<file path="src/rtl/mdp3_pkg.sv">
// mdp3_pkg: shared types for the MDP3 feed arbiter.
//   state_t  - arbiter FSM states
//   beat_t   - one Avalon-ST beat (sop, eop, valid, data, empty)
//   DATA_W / EMPTY_W / NUM_FEEDS - datapath widths and feed count
package mdp3_pkg;

  localparam int DATA_W    = 64;
  localparam int EMPTY_W   = 3;
  localparam int NUM_FEEDS = 2;

  typedef enum logic [2:0] {
    ST_IDLE,
    ST_PASS,
    ST_ABORT,
    ST_WAIT_DONE,
    ST_FLUSH
  } state_t;

  typedef struct packed {
    logic               sop;
    logic               eop;
    logic               valid;
    logic [DATA_W-1:0]  data;
    logic [EMPTY_W-1:0] empty;
  } beat_t;

endpackage

</file>
<file path="src/rtl/mdp3_feed_stats.sv">
// mdp3_feed_stats: per-feed debug counters.
//   clk, reset  - clock, synchronous active-high reset
//   inc_pkt     - one completed packet this cycle
//   inc_err     - one dropped/aborted event this cycle
//   pkt_cnt     - completed packets, wraps at 2^32
//   err_cnt     - error events, saturates at 0xFFFF
module mdp3_feed_stats (
  input  logic        clk,
  input  logic        reset,
  input  logic        inc_pkt,
  input  logic        inc_err,
  output logic [31:0] pkt_cnt,
  output logic [15:0] err_cnt
);

  always_ff @(posedge clk) begin
    if (reset) begin
      pkt_cnt <= '0;
      err_cnt <= '0;
    end else begin
      if (inc_pkt) pkt_cnt <= pkt_cnt + 32'd1;
      if (inc_err && err_cnt != 16'hFFFF) err_cnt <= err_cnt + 16'd1;
    end
  end

endmodule

</file>
<file path="src/rtl/mdp3_feed_arbiter.sv">
// mdp3_feed_arbiter: packet-granular round-robin arbiter between the two
// redundant MDP3 feeds (A, B) and the single streamer.
//   clk, reset            - clock, synchronous active-high reset
//   a_* / b_*             - Avalon-ST feed inputs, a_ready/b_ready back
//   s_*                   - Avalon-ST output to streamer, s_ready back
//   s_done                - streamer finished the previous packet
//   grant_b               - owner of the streamer (0 = A, 1 = B)
//   busy                  - FSM not idle
//   pkt_abort             - pulse on the cycle the abort beat transfers
//   pkt_cnt_*, err_cnt_*  - per-feed debug counters
module mdp3_feed_arbiter
  import mdp3_pkg::*;
#(
  parameter int TIMEOUT_CYC = 1024,
  parameter int DONE_WAIT   = 1,
  parameter int DONE_TO_CYC = 256
) (
  input  logic               clk,
  input  logic               reset,
  input  logic               a_sop,
  input  logic               a_eop,
  input  logic               a_valid,
  input  logic [DATA_W-1:0]  a_data,
  input  logic [EMPTY_W-1:0] a_empty,
  output logic               a_ready,
  input  logic               b_sop,
  input  logic               b_eop,
  input  logic               b_valid,
  input  logic [DATA_W-1:0]  b_data,
  input  logic [EMPTY_W-1:0] b_empty,
  output logic               b_ready,
  output logic               s_start_packet,
  output logic               s_end_packet,
  output logic               s_valid,
  output logic [DATA_W-1:0]  s_data,
  output logic [EMPTY_W-1:0] s_empty,
  input  logic               s_ready,
  input  logic               s_done,
  output logic               grant_b,
  output logic               busy,
  output logic               pkt_abort,
  output logic [31:0]        pkt_cnt_a,
  output logic [31:0]        pkt_cnt_b,
  output logic [15:0]        err_cnt_a,
  output logic [15:0]        err_cnt_b
);

  localparam int IW = $clog2(TIMEOUT_CYC + 1);
  localparam int DW = $clog2(DONE_TO_CYC + 1);

  state_t  state_q, state_d;
  logic    gnt_q, gnt_d;     // feed owning the streamer (1 = B)
  logic    rr_b_q, rr_b_d;   // last granted feed; reset to B so A wins first
  logic [IW-1:0] idle_q, idle_d;
  logic [DW-1:0] done_q, done_d;

  beat_t [NUM_FEEDS-1:0] feed;
  beat_t                 g;
  logic  [NUM_FEEDS-1:0] cand, junk, rdy, inc_pkt, inc_err;
  logic  [NUM_FEEDS-1:0][31:0] pkt_cnt;
  logic  [NUM_FEEDS-1:0][15:0] err_cnt;

  assign feed[0] = {a_sop, a_eop, a_valid, a_data, a_empty};
  assign feed[1] = {b_sop, b_eop, b_valid, b_data, b_empty};
  assign g       = feed[gnt_q];

  // IDLE classification: a valid beat either opens a packet or is stray
  for (genvar f = 0; f < NUM_FEEDS; f++) begin : g_cls
    assign cand[f] = feed[f].valid &  feed[f].sop;
    assign junk[f] = feed[f].valid & ~feed[f].sop;
  end

  always_comb begin
    state_d        = state_q;
    gnt_d          = gnt_q;
    rr_b_d         = rr_b_q;
    idle_d         = idle_q;
    done_d         = done_q;
    rdy            = '0;
    inc_pkt        = '0;
    inc_err        = '0;
    pkt_abort      = 1'b0;
    s_start_packet = 1'b0;
    s_end_packet   = 1'b0;
    s_valid        = 1'b0;
    s_data         = '0;
    s_empty        = '0;
    unique case (state_q)
      ST_IDLE: begin
        idle_d  = '0;
        done_d  = '0;
        rdy     = junk;
        inc_err = junk;
        if (|cand) begin
          gnt_d   = (&cand) ? ~rr_b_q : cand[1];
          rr_b_d  = gnt_d;
          state_d = ST_PASS;
        end
      end
      ST_PASS: begin
        s_valid        = g.valid;
        s_start_packet = g.sop;
        s_end_packet   = g.eop;
        s_data         = g.data;
        s_empty        = g.empty;
        rdy[gnt_q]     = s_ready;
        if (g.valid && s_ready) begin
          idle_d = '0;
          if (g.eop) begin
            inc_pkt[gnt_q] = 1'b1;
            // a done pulse coinciding with the eop already satisfies the wait
            state_d = (DONE_WAIT != 0 && !s_done) ? ST_WAIT_DONE : ST_IDLE;
          end
        end else if (!g.valid) begin
          // only source starvation counts; streamer backpressure holds
          if (idle_q == IW'(TIMEOUT_CYC - 1)) state_d = ST_ABORT;
          else                               idle_d  = idle_q + 1'b1;
        end
      end
      ST_ABORT: begin
        s_valid      = 1'b1;
        s_end_packet = 1'b1;
        if (s_ready) begin
          pkt_abort      = 1'b1;
          inc_err[gnt_q] = 1'b1;
          state_d        = ST_FLUSH;
        end
      end
      ST_FLUSH: begin
        rdy[gnt_q] = 1'b1;
        if (g.valid && g.eop) state_d = ST_IDLE;
      end
      ST_WAIT_DONE: begin
        if (s_done || done_q == DW'(DONE_TO_CYC - 1)) state_d = ST_IDLE;
        else                                           done_d  = done_q + 1'b1;
      end
      default: state_d = ST_IDLE;
    endcase
    // keep stray-beat discard from showing ready while held in reset
    if (reset) rdy = '0;
  end

  always_ff @(posedge clk) begin
    if (reset) begin
      state_q <= ST_IDLE;
      gnt_q   <= 1'b0;
      rr_b_q  <= 1'b1;
      idle_q  <= '0;
      done_q  <= '0;
    end else begin
      state_q <= state_d;
      gnt_q   <= gnt_d;
      rr_b_q  <= rr_b_d;
      idle_q  <= idle_d;
      done_q  <= done_d;
    end
  end

  for (genvar f = 0; f < NUM_FEEDS; f++) begin : g_stats
    mdp3_feed_stats u_stats (
      .clk     (clk),
      .reset   (reset),
      .inc_pkt (inc_pkt[f]),
      .inc_err (inc_err[f]),
      .pkt_cnt (pkt_cnt[f]),
      .err_cnt (err_cnt[f])
    );
  end

  assign a_ready   = rdy[0];
  assign b_ready   = rdy[1];
  assign grant_b   = gnt_q;
  assign busy      = (state_q != ST_IDLE);
  assign pkt_cnt_a = pkt_cnt[0];
  assign pkt_cnt_b = pkt_cnt[1];
  assign err_cnt_a = err_cnt[0];
  assign err_cnt_b = err_cnt[1];

endmodule

</file>
<file path="config.mk">
export PLATFORM = sky130hd
export DESIGN_NAME = mdp3_feed_arbiter
export DESIGN_NICKNAME = d
export VERILOG_FILES = /design/src/rtl/mdp3_pkg.sv /design/src/rtl/mdp3_feed_stats.sv /design/src/rtl/mdp3_feed_arbiter.sv
export SDC_FILE = /design/constraint.sdc
export NUM_CORES = 1
export LEC_CHECK = 0
export ABC_AREA = 1
export ABC_CLOCK_PERIOD_IN_PS = 5440
export CAP_MARGIN = 15
export CELL_PAD_IN_SITES_DETAIL_PLACEMENT = 1
export CELL_PAD_IN_SITES_GLOBAL_PLACEMENT = 2
export CORE_ASPECT_RATIO = 1.5
export CORE_UTILIZATION = 23
export CTS_BUF_LIST = sky130_fd_sc_hd__clkbuf_8 sky130_fd_sc_hd__clkbuf_16
export DETAILED_ROUTE_END_ITERATION = 8
export PLACE_DENSITY_LB_ADDON = 0.1
export SLEW_MARGIN = 30
export SYNTH_ARGS = -nofsm -noshare
export SYNTH_HDL_FRONTEND = slang
export SYNTH_SLANG_ARGS = --single-unit
</file>
<file path="constraint.sdc">
create_clock -name clk -period 5.44 [get_ports clk]
set_clock_uncertainty 0.2 [all_clocks]
set_input_delay 0.544 -clock clk [delete_from_list [all_inputs] [get_ports clk]]
set_output_delay 0.544 -clock clk [all_outputs]
set_load 0.02 [all_outputs]
</file>
# Yosys cells after proc, flatten, opt, wreduce, memory -nomap -nowiden
# Cells that the tools add are included.
# totals
ff_bits,121
input_bits,144
output_inout_bits,171
elab_cells,93
# classes
add_sub_neg,6
n_lt_le_gt_ge,2
eq_ne,17
n_mux,35
n_bitwise,8
n_reduce_logical,16
# op_table
operator,count
70-bit two-way mux,2
"32-bit by 1-bit adder with 32-bit output, second input constant",2
64-bit two-way mux,1
11-bit two-way mux,3
"16-bit by 1-bit adder with 16-bit output, second input constant",2
"16-bit != test, second input constant",2
3-bit two-way mux,9
11-bit one-hot mux with 2 select lines,1
9-bit one-hot mux with 2 select lines,1
3-bit one-hot mux with 5 select lines,1
2-bit two-way mux,6
"3-bit != test, second input constant",4
"11-bit by 1-bit adder with 11-bit output, second input constant",1
"11-bit by 10-bit == test with 1-bit output, second input constant",1
"2-bit != test, second input constant",5
"9-bit by 1-bit adder with 9-bit output, second input constant",1
"9-bit by 8-bit == test with 1-bit output, second input constant",1
9-bit two-way mux,1
7-bit AND reduction,1
"3-bit by 2-bit == test with 1-bit output, second input constant",2
2-bit one-hot mux with 3 select lines,1
2-bit AND reduction,3
1-bit logical AND,5
1-bit two-way mux,5
other kinds (16),23

# Depth between registers and ports, before layout
# Gate-level depths: netlist of run 1.
# depth
depth_word,7
ltp_mapped,14
ltp_nobuf,14

# Modules after synthesis
# Synthesis of run 1 repeated with hierarchy kept, for this count alone.
# hier_totals
cells_unflattened,1283
area_unflattened_um2,7693.6
# by_module_without_submodules
module,instances,cells_per_inst,area_each_um2,seq_area_each_um2
mdp3_feed_stats,2,396,2561.2,960.9
mdp3_feed_arbiter,1,491,2571.2,500.5

# Worst setup path before layout of run 1
# Ideal clock, no wire load.
# synth_path
path_kind,register to output
startpoint,"register gnt_q, in the netlist grant_b"
endpoint,output port s_data[55]
arrival_time_ps,1511
t_required_ps,4696
path_slack_ps,3185
path_stages_with_launch,6
n_path_buf,2
cell_sequence,dfxtp_1 > inv_2 > clkbuf_1 > clkbuf_1 > nand2_1 > a21oi_1
# synth_between
elab_chain_len,3
# synth_rtl
item,line,rtl
"start, declared",mdp3_feed_arbiter.sv:52,"logic gnt_q, gnt_d;"
"start signal, assigned",mdp3_feed_arbiter.sv:152,gnt_q <= gnt_d;
70-bit two-way mux (not written as such) (2 in a row),mdp3_feed_arbiter.sv:65,assign g = feed[gnt_q];
64-bit two-way mux,mdp3_feed_arbiter.sv:88,unique case (state_q)
"end, declared",mdp3_feed_arbiter.sv:35,"output logic [DATA_W-1:0] s_data,"
# Every way passes these cells. The select of a mux whose other input is x is not followed.

# Final worst setup path of run 1
# layout_path
startpoint,register state_q[2]
endpoint,output port a_ready
# layout_between
elab_chain_len,3
elab_cells_between_ends,5
cone_classes,eq/ne: 2; mux: 2; reduce/logical: 1
# layout_rtl
item,line,rtl
"start, declared",mdp3_feed_arbiter.sv:51,"state_t state_q, state_d;"
"start signal, assigned",mdp3_feed_arbiter.sv:151,state_q <= state_d;
3-bit == test (tied with other cells),mdp3_feed_arbiter.sv:88,
2-bit one-hot mux with 3 select lines (*),mdp3_feed_arbiter.sv:88,
2-bit two-way mux (*),mdp3_feed_arbiter.sv:140,if (reset) rdy = '0;
"end, declared",mdp3_feed_arbiter.sv:25,"output logic a_ready,"
# Mark *: on every way between the ends. The rest lies on a longest branch, timed or not.

==> results of run 1 <==
cell usage in the layout (no fill, tap or decap), drive strengths merged, types with 8 or more instances in the layout:
| cell | n |
|---|---|
| clkdlybuf4s50 | 313 |
| o21ai | 42 |
| nand2 | 515 |
| dfxtp | 121 |
| nor3 | 26 |
| a21oi | 144 |
| clkbuf | 18 |
| clkinv | 8 |
| inv | 122 |
| nand4 | 21 |
| xor2 | 25 |
| nand3b | 13 |
| nand3 | 59 |
| nor2 | 204 |
path summary, 6_finish.rpt:
check	start	end	depth (start not counted)
setup / recovery	state_q[2]	a_ready	8
hold reg to reg	idle_q[10]	idle_q[10]	2
setup reg to reg	state_q[2]	g_stats[0].u_stats.pkt_cnt[27]	8
hold / removal	idle_q[10]	idle_q[10]	2
worst reg2reg max path, delay by kind of cell, from the launching register on:
kind,cells,cell delay (ns)
DFF,1,0.41
and+or+nand+nor,8,2.04
through the flow:
stage               power [uW]  std cells  setup slack (ns)  hold WS (ns)
floorplan                 1642       1367             3.185        0.2247
global placement          2195       2068             2.169        0.2553
detailed placement        2197       2068             2.200        0.2501
CTS                       3404       2100             1.718        0.2602
global route              3530       2100             1.502        0.2940
finish                    3334       2100             1.791        0.2538
routing by layer:
layer	share of wire	GRT usage
met2	0.52	0.3561
met1	0.40	0.1969
met5	0	0
met4	0.017	0.06002
met3	0.068	0.06232
registers in the layout, summed over array words and instances (netlist names):
signal	cells
done_q	9
g_stats.u_stats.err_cnt	32
g_stats.u_stats.pkt_cnt	64
grant_b	1
idle_q	11
rr_b_q	1
state_q	3
cells by family after synthesis:
logic type / after synthesis / share of synthesized area
AO/OA/AOI/OAI: 192 / 0.1230
AND/OR/NAND/NOR: 849 / 0.4481
adder cells (fa/ha/maj): 7 / 0.01091
flip-flops: 121 / 0.3017
buffers and inverters: 166 / 0.08136
XOR/XNOR: 32 / 0.03491
power breakdown:
group	leakage [uW]	internal, uW	switching, uW
registers	0.000977	921	40.2
clock network	0.000287	724	453
logic	0.00313	471	725
final cells by class:
| class | count | area [sq um] |
|---|---|---|
| Clock buffer | 18 | 439.2 |
| Clock inverter | 14 | 155.1 |
| Fill cell | 4431 | 22130 |
| Inverter | 123 | 461.7 |
| Multi-Input combinational cell | 1080 | 4952 |
| Sequential cell | 121 | 2424 |
| Tap cell | 425 | 531.8 |
| Timing Repair Buffer | 319 | 3176 |
==> impl_metrics.json, run 1 <==
{
  "synth_cell_type_count": 40,
  "end_kind": "output pin",
  "leakage_uw": 0.004397,
  "die_y_microns": 230.8,
  "synthesis.area_sq_um": 8028,
  "final_util": 0.3542,
  "synth_common_cells": "504 x nand2_1, 188 x nor2_1, 144 x a21oi_1",
  "std_cell_rows": 83,
  "clock_sinks": 121,
  "path_delay_family": "simple AND/OR/NAND/NOR gates",
  "syn2layout_area_growth_pct": 51.22,
  "drt_pass1_iterations": 4,
  "synth.avg_cell_area_sq_um": 5.872,
  "postCtsSetupBuffers": 0,
  "yosysSeqAreaShare": 0.3017,
  "design_area_sq_um": 12140,
  "ant_nets": 0,
  "diodes": 0,
  "cts_resized": 0,
  "fin_crit_sh": 0.6708,
  "fin_crit_ns": 3.649,
  "start_kind": "flip-flop",
  "cp_slowest_stage_delay_ns": 0.60,
  "hold_buffers": 0,
  "max-cap-violations": 0,
  "yosysMostFrequentCell": "nand2_1",
  "ys_warn_count": 0,
  "reg2reg_slack_ns": 2.66,
  "p_per_area_nw_per_um2": 274.7,
  "cts_tree": "built",
  "tightest_slew_ns": 0.9141,
  "synth_edf_count": 0,
  "cp_slowest_cell": "clkdlybuf4s50_1",
  "crit_type": "flip-flop to output pin",
  "max_freq_mhz": 274.0,
  "wl_per_cell_microns": 15.88,
  "cts-root-buf": "clkbuf_16",
  "io_pins": 315,
  "yosys.area.top_type": "dfxtp_1",
  "setup-violations-final": 0,
  "h-tree-depth": 4,
  "port_buffers": 314,
  "clk_pin_slew_ns": 0.06,
  "syn_nets": 1518,
  "ir_drop_uv": 249.5,
  "worst-path-buf-inv": 3,
  "hp-class": "flip-flop to flip-flop",
  "place_area_sq_um": 11540,
  "synth_cells": 1367,
  "grt_max_degree": 78,
  "synth.area.top_cells": "dfxtp_1 30%, nand2_1 24%, a21oi_1 9.0%, nor2_1 8.8%, inv_1 5.4%",
  "cp_max_fo": 77,
  "grt_pass1_vias": 10190,
  "antenna_found_initial": 0,
  "drive_above_1_share": 0.04955,
  "gp_congestion": 0.8012,
  "cts.path.max_buffers": 2,
  "tns_ns": 0,
  "synth_async_sr_flop_share": 0,
  "maxSlewViolCount": 0,
  "synth_top_area_share": 0.3017,
  "grt_pass1_wl_microns": 53020,
  "core_sq_um": 34270,
  "status": "finished clean",
  "clock_latency_ns": 0.45,
  "gr-total-overflow": 0,
  "grtUsageTotal": 0.1899,
  "hold_violations": 0,
  "path_cells": "nor2_4 -> nand2_4 -> o21ai_0 -> inv_1 -> o21ai_0 -> nand2_1 -> inv_1 -> clkdlybuf4s50_1",
  "ys.flop_type": "dfxtp_1",
  "arrival_ns": 2.91,
  "drt_iter0_drc": 231,
  "ys_ff_latch": 121,
  "fp.dieW_microns": 154.5,
  "viasPerCell": 4.590,
  "dieArea_sq_um": 35670,
  "nets": 1813,
  "slew_headroom": 0.3906,
  "wl_microns": 33360,
  "route.detailed.drc": 0,
  "worstPathRequired_ns": 4.70,
  "start_util": 0.2342,
  "cts_buffers": 17,
  "num_vias": 9640,
  "grt_setup_unrepaired": "false",
  "hpwl_microns": 25540
}
No activity file was read; power rests on OpenSTA's default activity.
==> run 2: changes to the inputs <==
--- a/config.mk
+++ b/config.mk
@@ -6,12 +6,12 @@
 export NUM_CORES = 1
 export LEC_CHECK = 0
 export ABC_AREA = 1
-export ABC_CLOCK_PERIOD_IN_PS = 5440
+export ABC_CLOCK_PERIOD_IN_PS = 3500
 export CAP_MARGIN = 15
 export CELL_PAD_IN_SITES_DETAIL_PLACEMENT = 1
 export CELL_PAD_IN_SITES_GLOBAL_PLACEMENT = 2
 export CORE_ASPECT_RATIO = 1.5
-export CORE_UTILIZATION = 23
+export CORE_UTILIZATION = 22
 export CTS_BUF_LIST = sky130_fd_sc_hd__clkbuf_8 sky130_fd_sc_hd__clkbuf_16
 export DETAILED_ROUTE_END_ITERATION = 8
 export PLACE_DENSITY_LB_ADDON = 0.1
==> constraint.sdc (replaced) <==
create_clock -name clk -period 3.5 [get_ports clk]
set_clock_uncertainty 0.2 [all_clocks]
set_input_delay 0.35 -clock clk [delete_from_list [all_inputs] [get_ports clk]]
set_output_delay 0.35 -clock clk [all_outputs]
set_load 0.02 [all_outputs]
==> impl_metrics.json, run 2 (synthesis results as in run 1) <==
{
  "status": "finished clean",
  "grtUsageTotal": 0.1839,
  "setup-violations-final": 0,
  "hpwl_microns": 26230,
  "h-tree-depth": 4,
  "hold_start": "reset",
  "start_util": 0.2233,
  "gr-total-overflow": 0,
  "cts_tree": "built",
  "r2r_cells": 9,
  "drt_iter0_drc": 254,
  "gp_congestion": 0.7745,
  "dp_slack_ns": 0.6128,
  "grt_pass1_wl_microns": 53320,
  "cp_max_fo": 37,
  "cp_slowest_cell": "clkdlybuf4s50_1",
  "fin_ws_ns": 0.5753,
  "io_pins": 315,
  "route.detailed.drc": 0,
  "clock_latency_ns": 0.44,
  "drive_above_1_share": 0.04779,
  "reg.largest.list": "g_stats.u_stats.pkt_cnt (64), g_stats.u_stats.err_cnt (32), idle_q (11)",
  "dieArea_sq_um": 37270,
  "clk_pin_slew_ns": 0.06,
  "slew_headroom": 0.4045,
  "die_y_microns": 236.0,
  "hold_violations": 0,
  "core_sq_um": 35950,
  "swShare": 0.3660,
  "worst-path-buf-inv": 4,
  "largest_register_ffs": 64,
  "std_cell_rows": 85,
  "diodes": 0,
  "maxSlewViolCount": 0,
  "ir_drop_uv": 355.8,
  "path_delay_family": "buffers and inverters",
  "leakage_uw": 0.004403,
  "arrival_ns": 2.37,
  "cts_resized": 0,
  "power_switching_uw": 1844,
  "nets": 1817,
  "wl_per_cell_microns": 15.57,
  "hold_slack_ns": 0.1553,
  "postCtsSetupBuffers": 0,
  "tns_ns": 0,
  "p_per_area_nw_per_um2": 413.8,
  "syn2layout_area_growth_pct": 51.65,
  "drt_pass1_iterations": 4,
  "hold_end": "g_stats[0].u_stats.pkt_cnt[31]",
  "crit_type": "flip-flop to output pin",
  "hold_path_depth": 4,
  "end_kind": "output pin",
  "port_buffers": 314,
  "wl_microns": 33510,
  "cts.path.max_buffers": 2,
  "grt_setup_unrepaired": "false",
  "internal-power_uw": 3194,
  "hold_buffers": 0,
  "grt_max_degree": 69,
  "fin_crit_ns": 2.925,
  "fp.dieW_microns": 158.0,
  "tightest_slew_ns": 0.8933,
  "clock_sinks": 121,
  "power.share.clock": 0.332,
  "num_vias": 9590,
  "largest-register": "g_stats.u_stats.pkt_cnt",
  "max_freq_mhz": 341.9,
  "reg2reg_slack_ns": 0.99,
  "grt_pass1_vias": 10160,
  "cts_buffers": 17,
  "worstPathRequired_ns": 2.95,
  "final_common_cell": "nand2_1",
  "path_depth": 6,
  "reg2reg_to": "g_stats[1].u_stats.err_cnt[7]",
  "seq_power_share": 0.299,
  "p_comb_frac": 0.369,
  "viasPerCell": 4.456,
  "max-cap-violations": 0,
  "start_kind": "flip-flop",
  "ant_nets": 0,
  "antenna_found_initial": 0,
  "cp_slowest_stage_delay_ns": 0.62,
  "r2r-start": "state_q[2]",
  "final_cell_mix": "504 x nand2_1, 313 x clkdlybuf4s50_1, 188 x nor2_1",
  "cts-root-buf": "clkbuf_16",
  "fin_crit_sh": 0.8356,
  "path_cells": "inv_2 -> buf_4 -> o21ai_0 -> nand2_1 -> inv_1 -> clkdlybuf4s50_1",
  "hp-class": "input pin to flip-flop"
}
run 2: cell count changes in the layout (fill, tap and decap cells not counted), sizes merged:
| cell | change |
|---|---|
| bufinv | -2 |
| clkinv | -4 |
| buf | +4 |
| inv | +2 |
| clkbuf | +3 |
| clkinvlp | -4 |
run 2: worst max path at each step:
stage / startpoint / end / slack [ns]
after floorplan: grant_b / s_data[55] / 1.44
after global placement: s_ready / a_ready / 0.60
after global routing: grant_b / b_ready / 0.38
after CTS: grant_b / b_ready / 0.49
final: grant_b / b_ready / 0.58
after detailed placement: s_ready / g_stats[1].u_stats.err_cnt[7] / 0.61
run 2: power groups by stage:
| stage | logic (uW) | registers, uW | clock network, uW |
|---|---|---|---|
| after floorplan | 1020 | 1530 | 0 |
| final | 1860 | 1510 | 1670 |
| after detailed placement | 1890 | 1540 | 0 |
| after global routing | 2040 | 1520 | 1780 |
| after global placement | 1890 | 1540 | 0 |
| after CTS | 1900 | 1510 | 1730 |
run 2: worst register-to-register path, cell delays in order, from the launching register on:
cell	delay (ns)
dfxtp_1	0.42
inv_1	0.12
nand2_1	0.07
nor2_2	0.21
nand3_1	0.20
o21ai_2	0.19
nand2_2	0.28
inv_1	0.42
o21ai_0	0.16
a21oi_1	0.15
run 2: stage by stage:
step | area [sq um] | total power [uW] | cells | utilization
4_1_cts | 12170 | 5141 | 2152 | 0.3387
2_1_floorplan | 8028 | 2551 | 1367 | -
3_5_place_dp | 11640 | 3431 | 2125 | 0.3238
6_report | 12170 | 5038 | 2152 | 0.3387
5_1_grt | 12170 | 5338 | 2152 | 0.3387
3_3_place_gp | 11640 | 3430 | 2125 | 0.3238
run 2: area by class of cell:
cell class                      count  area [sq um]
Tap cell                          478         598.1
Timing Repair Buffer              323          3206
Clock inverter                      6         52.55
Multi-Input combinational cell   1080          4952
Inverter                          123         461.7
Fill cell                        4707         23770
Sequential cell                   121          2424
Clock buffer                       21         480.5
run 2: routing by layer:
metal  vias to the layer above  wire length (microns)  global-route usage
li1                       4930                      -                   -
met1                      4378                  13220              0.1923
met2                       252                  17360              0.3427
met3                        30                   2261             0.05181
met4                         0                    668             0.06469
met5                         -                      0                   0
==> run 3: changes to the inputs <==
--- a/config.mk
+++ b/config.mk
@@ -6,7 +6,7 @@
 export NUM_CORES = 1
 export LEC_CHECK = 0
 export ABC_AREA = 1
-export ABC_CLOCK_PERIOD_IN_PS = 3500
+export ABC_CLOCK_PERIOD_IN_PS = 2850
 export CAP_MARGIN = 15
 export CELL_PAD_IN_SITES_DETAIL_PLACEMENT = 1
 export CELL_PAD_IN_SITES_GLOBAL_PLACEMENT = 2
==> constraint.sdc (replaced) <==
create_clock -name clk -period 2.85 [get_ports clk]
set_clock_uncertainty 0.2 [all_clocks]
set_input_delay 0.285 -clock clk [delete_from_list [all_inputs] [get_ports clk]]
set_output_delay 0.285 -clock clk [all_outputs]
set_load 0.02 [all_outputs]
==> impl_metrics.json, run 3 (synthesis results as in run 1) <==
{
  "status": "finished clean",
  "max_freq_mhz": 366.0,
  "std_cell_rows": 85,
  "p_per_area_nw_per_um2": 514.0,
  "path_cells": "nor2_4 -> nand2_4 -> buf_12 -> a21oi_1 -> clkdlybuf4s50_1",
  "maxSlewViolCount": 0,
  "clock_latency_ns": 0.44,
  "cts-root-buf": "clkbuf_16",
  "worstPathRequired_ns": 2.37,
  "grt_setup_unrepaired": "false",
  "start_kind": "flip-flop",
  "largest-register": "g_stats.u_stats.pkt_cnt",
  "seq_power_share": 0.291,
  "start_util": 0.2233,
  "fp.dieW_microns": 158.0,
  "gp_congestion": 0.7967,
  "route.detailed.drc": 0,
  "diodes": 0,
  "path_delay_family": "buffers and inverters",
  "clock_sinks": 121,
  "cp_slowest_stage_delay_ns": 0.67,
  "internal-power_uw": 3994,
  "grtUsageTotal": 0.1873,
  "viasPerCell": 4.488,
  "antenna_found_initial": 0,
  "arrival_ns": 2.25,
  "syn2layout_area_growth_pct": 53.43,
  "leakage_uw": 0.004520,
  "cp_max_fo": 76,
  "h-tree-depth": 4,
  "die_y_microns": 236.0,
  "fin_crit_sh": 0.9588,
  "final_common_cell": "nand2_1",
  "swShare": 0.3691,
  "drive_above_1_share": 0.05625,
  "dieArea_sq_um": 37270,
  "hold_violations": 0,
  "gr-total-overflow": 0,
  "p_comb_frac": 0.375,
  "cts.path.max_buffers": 2,
  "power.share.clock": 0.333,
  "largest_register_ffs": 64,
  "ir_drop_uv": 483.1,
  "grt_pass1_vias": 10120,
  "crit_type": "flip-flop to output pin",
  "port_buffers": 314,
  "hp-class": "input pin to flip-flop",
  "final_cell_mix": "504 x nand2_1, 311 x clkdlybuf4s50_1, 187 x nor2_1",
  "end_kind": "output pin",
  "fin_crit_ns": 2.733,
  "tns_ns": 0,
  "cts_buffers": 17,
  "wl_microns": 33890,
  "cp_slowest_cell": "clkdlybuf4s50_1",
  "io_pins": 315,
  "reg.largest.list": "g_stats.u_stats.pkt_cnt (64), g_stats.u_stats.err_cnt (32), idle_q (11)",
  "core_sq_um": 35950,
  "drt_iter0_drc": 260,
  "ant_nets": 0,
  "clk_pin_slew_ns": 0.06,
  "fillCellCount": 4706,
  "drt_pass1_iterations": 4,
  "p_total_uw": 6331,
  "max-cap-violations": 0,
  "num_vias": 9725,
  "nets": 1828,
  "grt_max_degree": 77,
  "worst-path-buf-inv": 2,
  "slew_headroom": 0.3885,
  "grt_pass1_wl_microns": 53960,
  "cts_tree": "built",
  "hold_buffers": 0,
  "setup-violations-final": 0,
  "hpwl_microns": 26730,
  "wl_per_cell_microns": 15.64,
  "reg2reg_slack_ns": 0.50,
  "power_switching_uw": 2337,
  "tightest_slew_ns": 0.9172
}
run 3: area by class of cell:
| type | instances | area, sq um | area share |
|---|---|---|---|
| Multi-Input combinational cell | 1080 | 4960 | 0.4027 |
| Timing Repair Buffer | 334 | 3318 | 0.2694 |
| Sequential cell | 121 | 2425 | 0.1969 |
| Tap cell | 478 | 598.1 | 0.04856 |
| Inverter | 123 | 461.7 | 0.03748 |
| Clock buffer | 18 | 439.2 | 0.03566 |
| Clock inverter | 13 | 115.1 | 0.009346 |
run 3: what timing repair did:
item                                    CTS  global route
endpoints found under the setup margin    0             3
setup buffers                             0             0
gates resized for setup                   0             5
run 3: path summary, 6_finish.rpt:
check,startpoint,endpoint,depth (start not counted)
max,state_q[1],s_data[7],5
min,reset,g_stats[0].u_stats.err_cnt[15],5
max reg2reg,done_q[0],state_q[0],13
min reg2reg,idle_q[10],idle_q[10],2
run 3: worst reg2reg max path, delay by kind of cell, from the launching register on:
family / cells / cell delay [ns]
AO/OA/AOI/OAI: 1 / 0.16
adder cells (fa/ha/maj): 2 / 0.37
buffers and inverters: 1 / 0.10
flip-flops: 1 / 0.38
AND/OR/NAND/NOR: 9 / 1.08
run 3: power by group through the flow:
stage | Sequential, uW | Combinational (uW) | Clock, uW
6_report | 1840 | 2380 | 2110
5_1_grt | 1860 | 2600 | 2240
4_1_cts | 1840 | 2430 | 2190
3_5_place_dp | 1880 | 2410 | 0
3_3_place_gp | 1880 | 2400 | 0
2_1_floorplan | 1880 | 1260 | 0
run 3: layer usage:
metal / GRT usage / vias to the layer above / part of all wire
li1: - / 4956 / -
met1: 0.1969 / 4485 / 0.39
met2: 0.3496 / 250 / 0.53
met3: 0.05328 / 34 / 0.066
met4: 0.06061 / 0 / 0.018
met5: 0 / - / 0
run 3: through the flow:
stage | hold WS [ns] | utilization | instance area, sq um | setup WS, ns | instances
finish | 0.2299 | 0.3426 | 12320 | 0.1174 | 2167
global route | 0.2566 | 0.3426 | 12320 | 0.01175 | 2167
CTS | 0.2109 | 0.3423 | 12300 | 0.01960 | 2167
detailed placement | 0.2489 | 0.3268 | 11750 | 0.3152 | 2136
global placement | 0.2423 | 0.3268 | 11750 | 0.2811 | 2136
floorplan | 0.2247 | - | 8028 | 0.8188 | 1367
